### config.mk
export PLATFORM = sky130hd
export DESIGN_NAME = rf_wb_arbiter
export DESIGN_NICKNAME = d
export VERILOG_FILES = /design/src/rtl/rf_wb_arbiter.sv
export SDC_FILE = /design/constraint.sdc
export NUM_CORES = 1
export LEC_CHECK = 0
export ABC_AREA = 1
export CORE_ASPECT_RATIO = 0.75
export CORE_UTILIZATION = 40
export DETAILED_ROUTE_END_ITERATION = 10
export PLACE_DENSITY = 0.72
export REMOVE_ABC_BUFFERS = 1
export SETUP_SLACK_MARGIN = 0.15
export SLEW_MARGIN = 10
export SYNTH_ARGS = -nofsm -noshare
export SYNTH_HDL_FRONTEND = slang
export SYNTH_SLANG_ARGS = --single-unit
### constraint.sdc
create_clock -name clk -period 3.4 [get_ports clk]
set_clock_uncertainty 0.15 [all_clocks]
set_input_delay 0.68 -clock clk [delete_from_list [all_inputs] [get_ports clk]]
set_output_delay 0.68 -clock clk [all_outputs]
set_load 0.01 [all_outputs]
### src/rtl/rf_wb_arbiter.sv
// rf_wb_arbiter: shares the RF write port between WB and a long-latency unit, with busy scoreboard and starvation drain (optional RF_ARB_STATS_EN adds stat_force_cycles)
module rf_wb_arbiter #(
  parameter int DATA_W       = 32,
  parameter int ADDR_W       = 5,
  parameter int STARVE_LIMIT = 4,
  parameter int CNT_W        = 3
) (
  input  logic              clk,
  input  logic              rst,
  input  logic              wb_reg_write,
  input  logic [ADDR_W-1:0] wb_waddr,
  input  logic [DATA_W-1:0] wb_wdata,
  input  logic              lu_issue,
  input  logic [ADDR_W-1:0] lu_issue_rd,
  input  logic              lu_valid,
  input  logic [ADDR_W-1:0] lu_waddr,
  input  logic [DATA_W-1:0] lu_wdata,
  output logic              lu_ready,
  input  logic [ADDR_W-1:0] id_rs,
  input  logic [ADDR_W-1:0] id_rt,
  input  logic [ADDR_W-1:0] id_rd,
  output logic              stall_id,
  output logic              rf_we,
  output logic [ADDR_W-1:0] rf_waddr,
  output logic [DATA_W-1:0] rf_wdata,
`ifdef RF_ARB_STATS_EN
  output logic [15:0]       stat_force_cycles,
`endif
  output logic              lu_pending
);
  localparam int N = 2 ** ADDR_W;
  typedef enum logic [1:0] {IDLE, HOLD, FORCE} state_t;
  state_t            state_q, state_d;
  logic              hold_valid_q, hold_valid_d;
  logic [ADDR_W-1:0] hold_addr_q, hold_addr_d;
  logic [DATA_W-1:0] hold_data_q, hold_data_d;
  logic [N-1:0]      busy_q, busy_d;
  logic [CNT_W-1:0]  cnt_q, cnt_d;
  logic              drain, accept;
  assign lu_ready   = ~hold_valid_q;
  assign accept     = lu_valid & lu_ready;
  assign drain      = hold_valid_q & ~wb_reg_write;
  assign rf_we      = wb_reg_write | hold_valid_q;
  assign rf_waddr   = wb_reg_write ? wb_waddr : hold_addr_q;
  assign rf_wdata   = wb_reg_write ? wb_wdata : hold_data_q;
  assign lu_pending = hold_valid_q | (|busy_q);
  // busy_q[0] is held at 0, so $0 sources never stall
  assign stall_id   = busy_q[id_rs] | busy_q[id_rt] | busy_q[id_rd] | (state_q == FORCE);
  always_comb begin
    hold_valid_d = drain ? 1'b0 : (accept ? 1'b1 : hold_valid_q);
    hold_addr_d  = accept ? lu_waddr : hold_addr_q;
    hold_data_d  = accept ? lu_wdata : hold_data_q;
    busy_d = busy_q;
    if (drain) busy_d[hold_addr_q] = 1'b0;
    if (lu_issue) busy_d[lu_issue_rd] = 1'b1;
    busy_d[0] = 1'b0;
    state_d = state_q;
    cnt_d   = cnt_q;
    if (drain) begin
      state_d = IDLE;
      cnt_d   = '0;
    end else if (state_q == HOLD) begin
      cnt_d = cnt_q + CNT_W'(1);
      if (cnt_d == CNT_W'(STARVE_LIMIT)) state_d = FORCE;
    end else if (accept) begin
      state_d = HOLD;
    end
  end
  always_ff @(posedge clk or posedge rst) begin
    if (rst) begin
      state_q      <= IDLE;
      hold_valid_q <= 1'b0;
      hold_addr_q  <= '0;
      hold_data_q  <= '0;
      busy_q       <= '0;
      cnt_q        <= '0;
    end else begin
      state_q      <= state_d;
      hold_valid_q <= hold_valid_d;
      hold_addr_q  <= hold_addr_d;
      hold_data_q  <= hold_data_d;
      busy_q       <= busy_d;
      cnt_q        <= cnt_d;
    end
  end
`ifdef RF_ARB_STATS_EN
  logic [15:0] stat_q, stat_d;
  assign stat_force_cycles = stat_q;
  always_comb stat_d = (state_q == FORCE && stat_q != 16'hFFFF) ? stat_q + 16'd1 : stat_q;
  always_ff @(posedge clk or posedge rst) begin
    if (rst) stat_q <= '0;
    else stat_q <= stat_d;
  end
`endif
endmodule
## Word level (Yosys, flattened, before mapping)

Cells that the tools add are included.
W data, S select, Z words.

| storage, ports and cells | value |
|---|---|
| input port bits | 99 |
| output and inout bits | 41 |
| bits in latches | 0 |
| RAM bits | 0 |
| register bits | 74 |
| logic and storage cells | 59 |
| memories | 0 |
| ROM bits | 0 |

| operators by class | value |
|---|---|
| $mul | 0 |
| bitwise gates (word level) | 12 |
| reduce and logical (&&, ||, !) cells | 7 |
| shift-type cells | 0 |
| equality and inequality tests | 4 |
| divide/modulo/power cells | 0 |
| order comparisons | 7 |
| add/subtract/negate cells | 1 |
| mux-type cells | 22 |

Operators by type and width:

| cell | number |
|---|---|
| $mux W32 | 3 |
| $and A32 B32 Y32 | 1 |
| $not A32 Y32 | 1 |
| $or A32 B32 Y32 | 1 |
| $reduce_or A31 Y1 | 1 |
| $lt A5 B6 Y1 const B | 5 |
| $bmux W1 S5 | 3 |
| $demux W1 S5 | 2 |
| $ge A5 B1 Y1 const B | 2 |
| $mux W2 | 4 |
| $mux W1 | 7 |
| $mux W3 | 2 |
| $mux W5 | 1 |
| $or A1 B1 Y1 | 5 |
| $reduce_bool A2 Y1 | 2 |
| $add A3 B1 Y3 const B | 1 |
| $eq A3 B3 Y1 const B | 1 |
| $ne A3 B2 Y1 const B | 1 |
| $reduce_bool A3 Y1 | 1 |
| $and A1 B1 Y1 | 2 |
| $eq A2 B1 Y1 const B | 1 |
| $eq A2 B2 Y1 const B | 1 |
| $logic_and A1 B1 Y1 | 2 |
| $not A1 Y1 | 2 |
| $reduce_and A2 Y1 | 1 |

## Longest topological paths before layout

Gate-level depths: netlist of run 1.

| logic depth | value |
|---|---|
| word-level depth | 9 |
| mapped depth | 12 |
| depth with buffers taken out | 10 |

## Worst setup path before layout of run 1

OpenSTA, ideal clock, no wires.

| path | value |
|---|---|
| path kind | input to output |
| from | input port id_rd[0] |
| to | output port stall_id |
| stages on the path | 12 |
| arrival | 1502 ps |
| required time | 2570 ps |
| setup slack | 1068 ps |
| path buffers | 2 |
| cells stage by stage | buf_6 > inv_8 > buf_12 > nand2_2 > nand3_1 > nand3_1 > nand3_1 > nand2_1 > nand2_1 > nand2_1 > nor2_1 > nand2_1 |

| between the ends | value |
|---|---|
| longest elaborated chain between the ends | 4 |

RTL lines:

| what | line | RTL |
|---|---|---|
| start: declaration | 21 | `input logic [ADDR_W-1:0] id_rd,` |
| $bmux W1 S5 | 48 | `assign stall_id = busy_q[id_rs] \| busy_q[id_rt] \| busy_q[id_rd] \| (state_q == FORCE);` |
| $mux W1 (not written as such) | 48 |  |
| $or A1 B1 Y1 (2 in a row) | 48 |  |
| end: declaration | 22 | `output logic stall_id,` |

No other way between the ends. The select of a mux whose other input is x is not followed.

## Worst setup path after layout of run 1

| path | value |
|---|---|
| from | input port id_rs[1] |
| to | output port stall_id |

| between the ends | value |
|---|---|
| longest elaborated chain between the ends | 5 |

RTL lines:

| what | line | RTL |
|---|---|---|
| start: declaration | 19 | `input logic [ADDR_W-1:0] id_rs,` |
| $bmux W1 S5 | 48 |  |
| $mux W1 (not written as such) | 48 |  |
| $or A1 B1 Y1 (3 in a row) | 48 |  |

No other way between the ends. The select of a mux whose other input is x is not followed.

==> results of run 1 <==
cell usage in the layout, fill, tap and decap left out:
| cell type | netlist | routed |
|---|---|---|
| nand2_1 | 235 | 235 |
| clkdlybuf4s50_1 | 0 | 132 |
| o21ai_0 | 103 | 103 |
| nand3_1 | 96 | 96 |
| dfrtp_1 | 74 | 74 |
| inv_1 | 73 | 72 |
| o21ai_1 | 15 | 15 |
| nand4_1 | 10 | 10 |
| clkbuf_16 | 0 | 10 |
| buf_4 | 2 | 8 |
| inv_2 | 6 | 7 |
| nand2_2 | 7 | 7 |
| nor2_1 | 4 | 4 |
| buf_12 | 1 | 4 |
| nand3_2 | 3 | 3 |
| nor4_1 | 3 | 3 |
| dlygate4sd2_1 | 0 | 3 |
| dlymetal6s2s_1 | 0 | 3 |
| a21oi_2 | 1 | 2 |
| nor2_2 | 2 | 2 |
| ha_1 | 2 | 2 |
| bufinv_16 | 0 | 2 |
| inv_8 | 1 | 1 |
| or2_2 | 1 | 1 |
| inv_6 | 2 | 1 |
| clkinv_8 | 0 | 1 |
| o211ai_1 | 1 | 1 |
| nor3_1 | 1 | 1 |
| xor2_1 | 1 | 1 |
| o21ai_4 | 1 | 1 |
| a21oi_1 | 2 | 1 |
| clkinvlp_4 | 0 | 1 |
| clkinv_2 | 0 | 1 |
| clkinv_4 | 0 | 1 |
| bufbuf_16 | 0 | 1 |
| buf_2 | 8 | 1 |
per-stage QoR:
stage / cell area, um^2 / worst slack (ns) / hold WS [ns] / power [uW]
5_1_grt: 6481 / 0.1891 / 0.3444 / 3867
3_3_place_gp: 6102 / -0.006661 / 0.3140 / 2592
4_1_cts: 6441 / 0.2654 / 0.3324 / 3612
2_1_floorplan: 4400 / 0.6884 / 0.2992 / 1983
6_report: 6481 / 0.3711 / 0.3314 / 3632
3_5_place_dp: 6102 / -0.002750 / 0.3160 / 2610
metal layers:
metal | global-route usage, % | vias up | part of all wire [%]
li1 | - | 2448 | -
met1 | 38.58 | 2421 | 44
met2 | 41.71 | 247 | 43
met3 | 9.764 | 23 | 12
met4 | 7.229 | 0 | 1.6
met5 | 0 | - | 0
worst paths after layout:
path	from	endpoint	slack, ns	cells past startpoint
max reg2reg	hold_valid_q	hold_data_q[11]	1.47	5
min	hold_data_q[1]	hold_data_q[1]	0.33	2
max	id_rs[1]	stall_id	0.37	11
max in group asynchronous	rst	busy_q[6]	1.75	3
min in group asynchronous	rst	hold_data_q[4]	0.59	2
min reg2reg	hold_data_q[1]	hold_data_q[1]	0.33	2
cells by family (layout without fill, tap and decap cells):
logic type      after synthesis  in the layout  synth area share (%)
compound gates              123            123                 13.72
xor+xnor                      1              1                0.1898
flops                        74             74                 40.13
simple gates                362            362                 33.73
buf+inv                     110            249                 11.69
fa+ha+maj                     2              2                0.5422
critical path, cell delays in order:
cell	delay [ns]
clkdlybuf4s50_1	0.53
inv_2	0.11
nand3_1	0.10
nand3_1	0.07
nand2_1	0.07
nand2_1	0.05
nand3_1	0.12
nand2_1	0.07
nor2_1	0.08
nand2_1	0.05
dlygate4sd2_1	0.27
what timing repair did:
action | 4_1_cts | 5_1_grt
cloned | 1 | 1
gates resized for setup | 4 | 5
setup endpoints to repair | 1 | 1
layout make-up:
type	instances	area (um^2)
clock buffer	9	225.2
clock inverter	5	81.33
fill	1023	4584
inverter	82	332.8
multi-input combinational	488	2227
sequential	74	1852
tap	140	175.2
timing repair buffer	153	1588
flip-flops by register name, indices dropped and copies added (netlist names):
| name | cells |
|---|---|
| hold_addr_q | 5 |
| hold_data_q | 32 |
| state_q | 2 |
| cnt_q | 3 |
| busy_q | 31 |
| hold_valid_q | 1 |
power breakdown:
part	total (uW)	leakage (uW)	internal [uW]	switching, uW
combinational	1350	0.00204	515	836
clock	991	0.000147	634	357
sequential	1290	0.000895	1130	159
==> run summary, run 1 <==
Outcome - finished, final reports clean
Hold Fails Final Rpt - 0
Synth Register Bits - 74
Placed insts - 935
Post-Route Utilization - 58.57%
CP Data Required Time - 2.57 ns
Dpl hpwl - 12,160 um
Initial DRT Pass Iterations - 6
Number of remaining DRC errors - 0
Worst-path clk slew - 0.06 ns
Crit Path Category - primary input to output port
Die Span Y - 95.02 um
CTS Root Buffer Type - clkbuf_16
RSZ-0062 raised after global routing - false
Routed wire per std cell - 16.80 um
CTS buffer count - 9
CTS max path bufs - 2
VDD IR max - 340.9 uV
Sink Count - 74
Skew-Pair Late Insertion Delay - 0.33 ns
Vias in the first global route - 4,936
Mapped cell area - 0.004614 mm^2
Setup_tns - 0 ns
Synth Flop Type - dfrtp_1
Actual slew at the worst max-slew pin - 0.6006 ns
Initial DRC count - 807
Maximum fanout along the worst path - 8
PwrDens - 560.4 mW/mm^2
Area growth, synth to finish - 40.46%
CP endpoint kind - output port
Tot GR Track Use - 27.95%
Ports - 140
Vias - 5,139
Critical Path AT - 2.20 ns
Core area - 0.01107 mm^2
Seq/Total Area, Yosys - 40.13%
Initial antenna violation count - 0
Unique cell type count in the Yosys netlist - 29
Slew Viols, Final - 0
EDFF count, synth - 0
Share of cells above drive strength 1 - 6.782%
Top cell type's share of synthesized area - 40.13%
GRT Residual Overflow - 0
Min Tclk post-route - 3.029 ns
Largest area contributor in the netlist - dfrtp_1
Port Buf Inserts - 139
CTS Hold Buffers Added - 0
Number of diodes - 0
Commonest cells in the synthesized netlist - 235 x nand2_1, 103 x o21ai_0, 96 x nand3_1
Post-Syn Instances - 672
DRT antenna net count - 0
P_leak - 0.003083 uW
Hold Crit Class - flip-flop to flip-flop
Final setup viols - 0
CTS H-Tree Depth - 3
First-pass GRT wire length - 25,490 um
Highest Clock Rate - 0.3302 GHz
Die area - 0.01197 mm^2
Max Cap Viol - 0
Initial core utilization - 41.70%
Syn Area/Cell - 6.867 um^2
Max_slew headroom - 59.90%
Die width - 126.0 um
TritonCTS clock tree - done
FP Rows - 33
Count leader, synth - nand2_1
Async set or reset register ratio after synthesis - 100.0%
Top post-synthesis cells by area - dfrtp_1 40%, nand2_1 19%, o21ai_0 11%
Final WL - 15,980 um
Placer Congestion - 0.9315
# Post-CTS Setup Buffers - 0
Final non-filler cell total - 951
Drt via density - 5.404
Final clock period utilization by the worst path - 89.08%
Critical Path Start Type - primary input
Fin nets - 909
Syn. warnings - 0
Largest net degree at the start of global routing - 56
No activity file was read; power rests on OpenSTA's default activity.
==> inputs of run 2 (changes only) <==
CORE_MARGIN = 4   (was unset)
==> run 2 against run 1 <==
Non-clock buffer count down 3; clock power is 11% higher; total power increased by 2.8%; largest cell class unchanged; via count fell by 0.12%; worst setup slack improved by 0.0040 ns; hold slack lost 0.00089 ns; die area rose by 11%; utilization rose by 0.14 points; largest power group unchanged; global-route usage decreased by 2.9 points; critical endpoint unchanged; combinational power is essentially flat.
==> run summary, run 2 (synthesis results as in run 1) <==
Worst-path clk slew - 0.06 ns (about the same)
Clock share of power - 29.4% (+2.1 points)
Tot Pwr - 3735 uW (+2.8%)
First-pass GRT wire length - 26,160 um (+2.6%)
Vias in the first global route - 4,948 (+0.24%)
Drt via density - 5.403 (about the same)
Switch share - 36.64% (-0.60 points)
Start of the worst register-to-register path - hold_valid_q
Highest Clock Rate - 0.3306 GHz (+0.13%)
Core area - 0.01111 mm^2 (+0.37%)
Maximum fanout along the worst path - 17 (+9)
Most frequent cells in the layout - 235 x nand2_1, 136 x clkdlybuf4s50_1, 103 x o21ai_0
Area growth, synth to finish - 41.32%
Max_slew headroom - 66.93% (+7.0 points)
Slew Viols, Final - 0 (unchanged)
Die Span Y - 101.0 um (+6.3%)
CTS buffer count - 9 (unchanged)
Sink Count - 74 (unchanged)
CP startpoint - id_rd[0]
Critical Path Start Type - primary input
Critical Path AT - 2.19 ns (about the same)
TritonCTS clock tree - done
Setup_tns - 0 ns (unchanged)
Min Tclk post-route - 3.025 ns (-0.003963 ns)
Actual slew at the worst max-slew pin - 0.4946 ns (-0.1059 ns)
Final clock period utilization by the worst path - 88.97% (-0.12 points)
Most common cell after layout, fill and taps aside - nand2_1
Vias - 5,133 (-0.12%)
Die area - 0.01334 mm^2 (+11%)
Hold_sp - hold_data_q[31]
Fin nets - 906 (-0.33%)
VDD IR max - 362.7 uV (+6.4%)
Dpl hpwl - 12,410 um (+2.0%)
Skew-Pair Late Insertion Delay - 0.34 ns (about the same)
CTS H-Tree Depth - 3 (unchanged)
Initial DRC count - 653 (-19%)
Initial antenna violation count - 0 (unchanged)
Met1 WL - 7253 um (+4.1%)
Largest register FFs - 32 (unchanged)
Final setup viols - 0 (unchanged)
Post-route cell area - 0.006521 mm^2 (+0.62%)
Outcome - finished, final reports clean
Routed wire per std cell - 17.24 um (+2.6%)
Initial core utilization - 41.55% (-0.16 points)
Biggest regs - hold_data_q (32), busy_q (31), hold_addr_q (5)
Die width - 132.0 um (+4.8%)
P_leak - 0.003074 uW (-0.30%)
CTS max path bufs - 2 (unchanged)
Placer Congestion - 0.9411 (+1.0%)
Internal - 2366 uW (+3.8%)
FP Rows - 33 (unchanged)
CTS Root Buffer Type - clkbuf_16
Post-Route Utilization - 58.71% (+0.14 points)
Top sig layer - met4
RSZ-0062 raised after global routing - false
Crit path capture - stall_id
CP endpoint kind - output port
Initial DRT Pass Iterations - 5 (-1)
Combinational share of power - 36.2% (-1.0 points)
R2R cell count - 6 (+1)
Number of remaining DRC errors - 0 (unchanged)
Hold Crit Class - flip-flop to flip-flop
RR Endpoint - hold_addr_q[2]
Post-DP Area - 0.006150 mm^2 (+0.78%)
Crit Path Category - primary input to output port
Final WL - 16,370 um (+2.5%)
PwrDens - 572.7 mW/mm^2 (+2.2%)
Port Buf Inserts - 139 (unchanged)
Fin worst setup slack - 0.3751 ns (+0.003963 ns)
CP Data Required Time - 2.57 ns (about the same)
GRT Residual Overflow - 0 (unchanged)
Number of diodes - 0 (unchanged)
Part of the power in registers - 34.4% (-1.1 points)
Reg-to-reg slack, setup - 1.71 ns (+0.24 ns)
DR WL met2 - 7332 um (+6.5%)
NetSw - 1368 uW (+1.2%)
Tot GR Track Use - 25.01% (-2.9 points)
DRT antenna net count - 0 (unchanged)
Ports - 140 (unchanged)
Hold Fails Final Rpt - 0 (unchanged)
Max Cap Viol - 0 (unchanged)
Wire length on met3 - 1517 um (-19%)
Largest net degree at the start of global routing - 75 (+34%)
Top reg by flops - hold_data_q
Dpl ws - -0.03013 ns (-0.02738 ns)
Share of cells above drive strength 1 - 6.667% (-0.12 points)
run 2: cell types whose count changed in the layout (fill, tap and decap cells not counted), sizes merged:
| cell | before | now |
|---|---|---|
| inv | 81 | 82 |
| clkbuf | 10 | 11 |
| clkdlybuf4s50 | 132 | 136 |
| bufbuf | 1 | 0 |
| buf | 13 | 11 |
| dlygate4sd2 | 3 | 0 |
| dlymetal6s2s | 3 | 1 |
| bufinv | 2 | 3 |
run 2: routing by layer:
metal	global-route usage (%)	vias up
met5	0	-
met4	6.941	0
met3	6.537	29
met2	38.73	266
met1	34.84	2397
li1	-	2441
run 2: through the flow:
step / hold WS [ns] / cells
3_5_place_dp: 0.3154 / 933
3_3_place_gp: 0.3142 / 933
5_1_grt: 0.3623 / 950
4_1_cts: 0.3354 / 949
2_1_floorplan: 0.2992 / 644
6_report: 0.3305 / 950
run 2: power by group through the flow:
stage / Sequential, uW / Combinational [uW] / Clock [uW]
6_report: 1290 / 1350 / 1100
4_1_cts: 1280 / 1330 / 1110
3_3_place_gp: 1290 / 1310 / 0
2_1_floorplan: 1240 / 739 / 0
3_5_place_dp: 1290 / 1320 / 0
5_1_grt: 1320 / 1500 / 1150
run 2: how the worst min path moves through the flow:
stage,end,slack (ns),cells after the start
floorplan,hold_data_q[0],0.30,2
global placement,hold_data_q[26],0.31,2
detailed placement,hold_data_q[2],0.32,2
CTS,hold_data_q[31],0.34,2
global route,hold_data_q[0],0.36,2
finish,hold_data_q[31],0.33,2
run 2: timing repair:
item | in CTS | in global routing
cloned | 0 | 1
setup buffers | 0 | 0
resized for setup | 1 | 5
setup endpoints to repair | 1 | 1
pin swaps | 0 | 0
hold buffers | 0 | 0
run 2: layout make-up:
cell class	count	area, um^2
fill	1016	4586
multi-input combinational	488	2223
sequential	74	1852
timing repair buffer	150	1597
inverter	82	332.8
clock buffer	9	225.2
tap	140	175.2
clock inverter	7	116.4
run 2: worst max-delay path, cell delays in order:
cell             delay, ns
clkdlybuf4s50_1       0.50
buf_12                0.17
clkinv_8              0.10
nand2_2               0.07
nand3_1               0.07
nand3_1               0.09
nand3_1               0.08
nand2_1               0.07
nand2_1               0.05
nand2_1               0.07
nor2_1                0.05
nand2_1               0.05
clkbuf_2              0.13
==> inputs of run 3 (changes only) <==
RECOVER_POWER = 100   (was unset)
==> run 3 against run 2 <==
The run now ends with max-capacitance violations, max-slew violations left; critical path depth shrank 8; sequential power is essentially flat; die area is the same; clock power is essentially flat; fmax shrank 4.2%; design area shrank 0.73%; non-clock buffer count is the same; global-route usage is the same; largest cell class unchanged.
==> run summary, run 3 (synthesis results as in run 1) <==
Crit-path cells - clkbuf_1 > buf_12 > nand2_1 > o21ai_0 > dlygate4sd3_1
Initial core utilization - 41.55% (unchanged)
CTS H-Tree Depth - 3 (unchanged)
RSZ-0062 raised after global routing - false
Port Buf Inserts - 139 (unchanged)
CP Data Required Time - 2.57 ns (about the same)
Die width - 132.0 um (unchanged)
PwrDens - 571.1 mW/mm^2 (-0.27%)
Critical Path AT - 2.33 ns (+0.14 ns)
Outcome - complete, but fails checks
Switch share - 36.75% (+0.11 points)
Biggest regs - hold_data_q (32), busy_q (31), hold_addr_q (5)
Most frequent cells in the layout - 236 x nand2_1, 119 x o21ai_0, 115 x clkdlybuf4s50_1
Worst-path clk slew - 0.06 ns (about the same)
Initial DRC count - 563 (-14%)
Fin nets - 906 (unchanged)
TritonCTS clock tree - done
Die area - 0.01334 mm^2 (unchanged)
Part of the power in registers - 34.8% (+0.4 points)
Die Span Y - 101.0 um (unchanged)
Final WL - 16,420 um (+0.27%)
FP Rows - 33 (unchanged)
Vias - 5,134 (+0.019%)
CTS Hold Buffers Added - 0 (unchanged)
Skew-Pair Late Insertion Delay - 0.34 ns (about the same)
Fill count - 1,024 (+0.79%)
CP endpoint kind - output port
CP peak stage delay - 0.65 ns (+0.15 ns)
Initial DRT Pass Iterations - 6 (+1)
Initial antenna violation count - 0 (unchanged)
Slew Viols, Final - 75 (+75)
Placer Congestion - 0.9411 (unchanged)
VDD IR max - 361.4 uV (-0.36%)
# Post-CTS Setup Buffers - 0 (unchanged)
Dpl hpwl - 12,410 um (unchanged)
CTS buffer count - 9 (unchanged)
First-pass GRT wire length - 26,160 um (unchanged)
Max_slew headroom - -22.58% (-90 points)
Most common cell after layout, fill and taps aside - nand2_1
Hold Crit Class - flip-flop to flip-flop
Highest Clock Rate - 0.3166 GHz (-4.2%)
Final non-filler cell total - 950 (unchanged)
Critical Path Start Type - primary input
Number of remaining DRC errors - 0 (unchanged)
CTS max path bufs - 2 (unchanged)
Vias in the first global route - 4,948 (unchanged)
Area growth, synth to finish - 40.29%
Actual slew at the worst max-slew pin - 1.839 ns (+1.344 ns)
Placed insts - 933 (unchanged)
Crit Path Category - primary input to output port
Ports - 140 (unchanged)
Tot GR Track Use - 25.01% (unchanged)
Hold Fails Final Rpt - 0 (unchanged)
WHS - 0.3305 ns (-0.00002900 ns)
Final setup viols - 0 (unchanged)
CP max stage cell - dlygate4sd3_1
Sink Count - 74 (unchanged)
DRT antenna net count - 0 (unchanged)
NetSw - 1359 uW (-0.70%)
GRT Residual Overflow - 0 (unchanged)
CTS Root Buffer Type - clkbuf_16
Largest register FFs - 32 (unchanged)
Top reg by flops - hold_data_q
Combinational share of power - 35.6% (-0.6 points)
Core area - 0.01111 mm^2 (unchanged)
Share of cells above drive strength 1 - 5.926% (-0.74 points)
Failing checks - max-capacitance violations, max-slew violations
Maximum fanout along the worst path - 51 (+34)
Final clock period utilization by the worst path - 92.90% (+3.9 points)
Internal - 2339 uW (-1.2%)
Clock share of power - 29.7% (+0.3 points)
Fin worst setup slack - 0.2414 ns (-0.1337 ns)
Min Tclk post-route - 3.159 ns (+0.1337 ns)
Number of diodes - 0 (unchanged)
Routed wire per std cell - 17.28 um (+0.27%)
Largest net degree at the start of global routing - 75 (unchanged)
Dpl ws - -0.03013 ns (unchanged)
Drt via density - 5.404 (about the same)
Max Cap Viol - 1 (+1)
P_leak - 0.003072 uW (about the same)
run 3: cell count changes in the layout (fill, tap and decap cells not counted), moves of 2 or more:
cell / previous run / this run
clkdlybuf4s50_1: 136 / 115
dlygate4sd3_1: 0 / 21
o21ai_0: 103 / 119
o21ai_1: 15 / 0
buf_12: 9 / 7
clkbuf_2: 1 / 3
inv_2: 7 / 5
run 3: worst max-delay path: cells and delay by family:
kind,cells,cell delay (ns)
compound gates,1,0.06
buf+inv,3,1.50
simple gates,1,0.06
run 3: worst paths after layout:
| check | start | end | slack [ns] | depth (start not counted) |
|---|---|---|---|---|
| setup / recovery | wb_reg_write | rf_waddr[4] | 0.24 | 5 |
| hold / removal | hold_data_q[31] | hold_data_q[31] | 0.33 | 2 |
| setup reg to reg | hold_valid_q | hold_data_q[4] | 0.91 | 5 |
| hold reg to reg | hold_data_q[31] | hold_data_q[31] | 0.33 | 2 |
| max in group asynchronous | rst | hold_data_q[2] | 0.73 | 3 |
| min in group asynchronous | rst | hold_data_q[12] | 1.29 | 3 |
run 3: metal layers:
layer / vias to the layer above / global-route usage, % / wire length, um
met5: - / 0 / 0
met2: 259 / 38.73 / 7376
met1: 2398 / 34.84 / 7066
met3: 33 / 6.537 / 1644
met4: 0 / 6.941 / 330
li1: 2444 / - / -
run 3: power by group through the flow:
stage | Sequential (uW) | Combinational [uW] | Clock (uW)
finish | 1290 | 1320 | 1100
global route | 1320 | 1460 | 1150
CTS | 1280 | 1330 | 1110
detailed placement | 1290 | 1320 | 0
global placement | 1290 | 1310 | 0
floorplan | 1240 | 739 | 0
run 3: stage by stage:
step	area (um^2)	power, uW	utilization [%]	TNS, ns
floorplan	4400	1983	-	0
global placement	6150	2600	55.37	-0.07101
detailed placement	6150	2619	55.37	-0.03013
CTS	6490	3725	58.43	0
global route	6474	3934	58.29	0
finish	6474	3697	58.29	0
run 3: repair_timing:
| item | 4_1_cts | 5_1_grt |
|---|---|---|
| pin swaps | 0 | 0 |
| setup endpoints to repair | 1 | 1 |
| cloned | 0 | 1 |
| gates resized for setup | 1 | 5 |
run 3: area by class of cell:
class                      count  area, um^2  share of cell area, %
clock buffer                   9       225.2                  3.479
clock inverter                 7       116.4                  1.797
inverter                      82       332.8                  5.141
multi-input combinational    488        2207                  34.09
sequential                    74        1852                  28.60
tap                          140       175.2                  2.706
timing repair buffer         150        1565                  24.18
==> patch 1 (config.mk and constraints of run 1) <==
Re-encode `state_t` (3 states) as one-hot, 3 bits wide.
--- a/src/rtl/rf_wb_arbiter.sv
+++ b/src/rtl/rf_wb_arbiter.sv
@@ -31,3 +31,3 @@
   localparam int N = 2 ** ADDR_W;
-  typedef enum logic [1:0] {IDLE, HOLD, FORCE} state_t;
+  typedef enum logic [2:0] {IDLE = 3'b001, HOLD = 3'b010, FORCE = 3'b100} state_t;
   state_t            state_q, state_d;
Formal check against the unedited RTL: same outputs for any inputs over 4 cycles, from zero or initial values and one cycle with rst high; so few cycles prove little.
==> patch 1 against run 1 <==
  * Power grew 3.3%
  * Sequential cell count grew 1
  * Cell count grew 0.11%
  * Count of clock-buffer cells in the layout grew 1
  * Maximum frequency shrank 0.89%
  * Global-route usage shrank 0.59 points
  * Worst setup slack lost 27 ps
  * Wire length shrank 1.9%
  * Area after synthesis shrank 0.43%
  * Cell area grew 0.56%
  * Critical path type unchanged
  * Critical endpoint unchanged
  * Largest cell class unchanged
  * Highest routed layer unchanged
==> patch 1: results (changes against run 1) <==
- Metal3 WL: 1500 um (was 1870 um)
- Slew @ Worst Pin: 745 ps (was 601 ps)
- Pin count of the biggest net entering global routing: 53 (was 56)
- Minimum hold slack: 327 ps (was 331 ps)
- Data arrival, critical path: 2230 ps (was 2200 ps)
- Netlist cell types: 26 (was 29)
- Outcome: finished, final reports clean (unchanged)
- Total GRT Usage: 27.4% (was 27.9%)
- Worst R2R Setup Slack: 1490 ps (was 1470 ps)
- Sequential fraction of the synthesis area: 40.9% (was 40.1%)
- Maximum resistive drop on vdd: 0.334 mV (was 0.341 mV)
- Leak: 3.07 nW (was 3.08 nW)
- Share of post-route cells with drive strength above 1: 5.05% (was 6.78%)
- Met3 track utilization from global routing: 8.95% (was 9.76%)
- Wire length on met2: 7300 um (was 6880 um)
- Share of synthesized cell area in full adder, half adder and majority cells: 0.545% (was 0.542%)
- Vias in the first global route: 4998 (was 4936)
- Met2 usage in global routing: 45.0% (was 41.7%)
- Fill count: 1047 (was 1023)
- DP Wirelength: 11800 um (was 12200 um)
- Nets: 908 (was 909)
- Clock buffer and inverter area fraction after layout: 5.26% (was 4.73%)
- Share of cell area taken by multi-input logic gates: 33.9% (was 34.4%)
- Synth top cells by count: nand2_1 (233), o21ai_0 (114), nand3_1 (101), inv_1 (80), dfrtp_1 (74) (was nand2_1 (235), o21ai_0 (103), nand3_1 (96), dfrtp_1 (74), inv_1 (73))
- Share of the synthesized area in compound gates (AO/OA/AOI/OAI): 14.2% (was 13.7%)
- TritonRoute pass-1 iters: 5 (was 6)
- Placer congestion estimate: 0.934 (was 0.932)
- M1 wire length: 6650 um (was 6970 um)
- Signal buffers share of area: 24.3% (was 24.5%)
- Critical path startpoint: id_rd[1] (was id_rs[1])
- Detail-routed via count per cell: 5.36 (was 5.40)
- Violation count after the first detailed-routing iteration: 476 (was 807)
==> patch 1: changes by cell type after synthesis, moves of 5 or more <==
cell / run 1 / this run
o21ai_0: 103 / 114
inv_1: 73 / 80
nand3_1: 96 / 101
o21ai_1: 15 / 8
inv_2: 6 / 1
nand2_2: 7 / 0
==> patch 1: path summary, 6_finish.rpt <==
path | endpoint | cells past startpoint
max in group asynchronous | busy_q[25] | 3
setup / recovery | stall_id | 11
setup reg to reg | hold_data_q[4] | 6
min in group asynchronous | hold_data_q[21] | 2
hold / removal | state_q[0] | 2
hold reg to reg | state_q[0] | 2
==> patch 1: timing repair <==
action / 4_1_cts / 5_1_grt
cloned: 0 / 1
setup endpoints to repair: 1 / 1
gates resized for setup: 1 / 5
==> patch 1: stage by stage <==
stage	util [%]	area [sq um]	setup slack [ps]	setup TNS [ps]
floorplan	-	4410	662	0
CTS	58.6	6480	203	0
global route	58.9	6520	166	0
global placement	55.5	6140	-22.2	-22.2
finish	58.9	6520	344	0
detailed placement	55.5	6140	2.95	0
==> patch 2 (settings of run 1) <==
Made on the original files. The option `RF_ARB_STATS_EN` is turned on by a define.
--- a/src/rtl/rf_wb_arbiter.sv
+++ b/src/rtl/rf_wb_arbiter.sv
@@ -1,2 +1,4 @@
 // rf_wb_arbiter: shares the RF write port between WB and a long-latency unit, with busy scoreboard and starvation drain (optional RF_ARB_STATS_EN adds stat_force_cycles)
+`define RF_ARB_STATS_EN
+
 module rf_wb_arbiter #(
Function (old outputs only; new: stat_force_cycles): kept (Yosys induction, for registers that start in step).
==> patch 2 against run 1 <==
  * Sequential cell count rose by 16
  * Worst setup slack got worse by 110 ps
  * Area after synthesis rose by 15%
  * Synthesized cell count rose by 13%
  * Wire length fell by 1.4%
  * Critical path depth rose by 1
  * Register-to-register slack improved by 40 ps
  * Clock power rose by 6%
  * Cell area rose by 14%
  * Power rose by 9.0%
  * Critical path type unchanged
  * Largest cell class unchanged
  * Largest power group is now sequential cells
  * Highest routed layer unchanged
==> patch 2: results (changes against run 1) <==
- Outcome: finished, final reports clean (unchanged)
- Critical R2R Launch: hold_valid_q (unchanged)
- Slew @ Worst Pin: 397 ps (was 601 ps)
- Maximum resistive drop on vdd: 0.295 mV (was 0.341 mV)
- End of the worst register-to-register path: state_q[0] (was hold_data_q[11])
- Placer congestion estimate: 0.946 (was 0.932)
- Largest fanout on the critical path: 11 (was 8)
- Switching power: 1.46 mW (was 1.35 mW)
- Antenna diode count: 0 (unchanged)
- TritonRoute pass-1 iters: 6 (unchanged)
- Data arrival, critical path: 2310 ps (was 2200 ps)
- DP Wirelength: 12100 um (was 12200 um)
- Share of post-route cells with drive strength above 1: 5.02% (was 6.78%)
- Hold Crit Class: flip-flop to flip-flop (unchanged)
- Dominant cells by area after synthesis: dfrtp_1 (42%), nand2_1 (17%), o21ai_0 (13%), nand3_1 (8.9%), inv_1 (6.8%) (was dfrtp_1 (40%), nand2_1 (19%), o21ai_0 (11%), nand3_1 (10%), inv_1 (5.9%))
- Total GRT Usage: 24.0% (was 27.9%)
- # H-tree levels: 3 (unchanged)
- Nets: 1014 (was 909)
- Pin count of the biggest net entering global routing: 50 (was 56)
- Sequential fraction of the synthesis area: 42.4% (was 40.1%)
- Number of port buffers: 155 (was 139)
- Netlist cell types: 28 (was 29)
- Critical path startpoint: id_rs[0] (was id_rs[1])
- Synth top cells by count: nand2_1 (234), o21ai_0 (141), inv_1 (96), nand3_1 (94), dfrtp_1 (90) (was nand2_1 (235), o21ai_0 (103), nand3_1 (96), dfrtp_1 (74), inv_1 (73))
- Violation count after the first detailed-routing iteration: 425 (was 807)
- Detail-routed via count per cell: 5.18 (was 5.40)
- Post-detailed-route wirelength per cell: 14.5 um (was 16.8 um)
- Vias in the first global route: 5080 (was 4936)
- Fill count: 1251 (was 1023)
- CTS root buffer: clkbuf_16 (unchanged)
- Leak: 3.43 nW (was 3.08 nW)
- First-pass GRT wire length: 25700 um (was 25500 um)
- Number of placement rows: 36 (was 33)
- Worst R2R Setup Slack: 1510 ps (was 1470 ps)
- R2R depth: 6 (was 5)
## patch 2: cell count changes after synthesis, sizes merged, moves of 2 or more
cell    before  now
o21ai      119  142
inv         82  100
dfrtp       74   90
nor2         6   19
xnor2        0   10
nand2      242  237
nand3       99   94
xor2         1    6
nor3         1    5
nand4       10   13
o211ai       1    4
and3         0    2
## patch 2: layout make-up
class	count	area [sq um]	share of cell area, %
multi-input combinational	542	2540	34.3
sequential	90	2250	30.4
timing repair buffer	169	1700	23.0
inverter	100	382	5.15
clock buffer	10	239	3.23
tap	171	214	2.89
clock inverter	6	78.8	1.06
## patch 2: power groups by stage
stage	sequential (mW)	clock (mW)	combinational, mW
after floorplan	1.50	0	0.736
after global placement	1.55	0	1.32
after detailed placement	1.56	0	1.33
after CTS	1.54	1.07	1.34
after global routing	1.58	1.12	1.53
final	1.55	1.05	1.36
## patch 2: worst min-delay path by stage
stage	to	depth (start not counted)	start	slack (ps)
3_3_place_gp	hold_data_q[0]	2	hold_data_q[0]	310
4_1_cts	hold_data_q[0]	2	hold_data_q[0]	330
6_report	hold_data_q[0]	2	hold_data_q[0]	330
3_5_place_dp	hold_data_q[0]	2	hold_data_q[0]	320
5_1_grt	hold_data_q[0]	2	hold_data_q[0]	370
2_1_floorplan	hold_data_q[0]	2	hold_data_q[0]	300
## patch 2: logic make-up after synthesis
group | synth area share, %
xor+xnor | 2.64
simple gates | 30.3
buf+inv | 9.67
fa+ha+maj | 0.707
compound gates | 14.3
flops | 42.4
## patch 2: through the flow
step,hold slack [ps],setup WS (ps),cells,cell area (sq um)
CTS,333,267,1088,7400
global route,374,167,1088,7410
finish,327,262,1088,7410
detailed placement,315,49.8,1072,7090
floorplan,299,235,732,5170
global placement,315,61.6,1072,7090
## patch 2: timing repair
item	in CTS	in global routing
endpoints found under the setup margin	1	1
hold buffers	0	0
resized for setup	4	3
setup buffers	0	0
## patch 2: layer usage
layer,track usage [%],up-vias,wire (um)
met5,0,-,0
met4,4.58,0,153
met3,5.61,16,1490
met2,36.4,224,6760
met1,35.1,2616,7360
li1,-,2776,-
## patch 2: critical path, cell delays in order
cell,delay [ps]
clkdlybuf4s50_1,510
buf_4,190
nand2_1,60
o211ai_1,100
nand2_1,70
nand2_1,60
nand2_1,60
nor2_1,90
nor2_1,50
nor2_1,100
nand2_1,60
dlygate4sd2_1,280
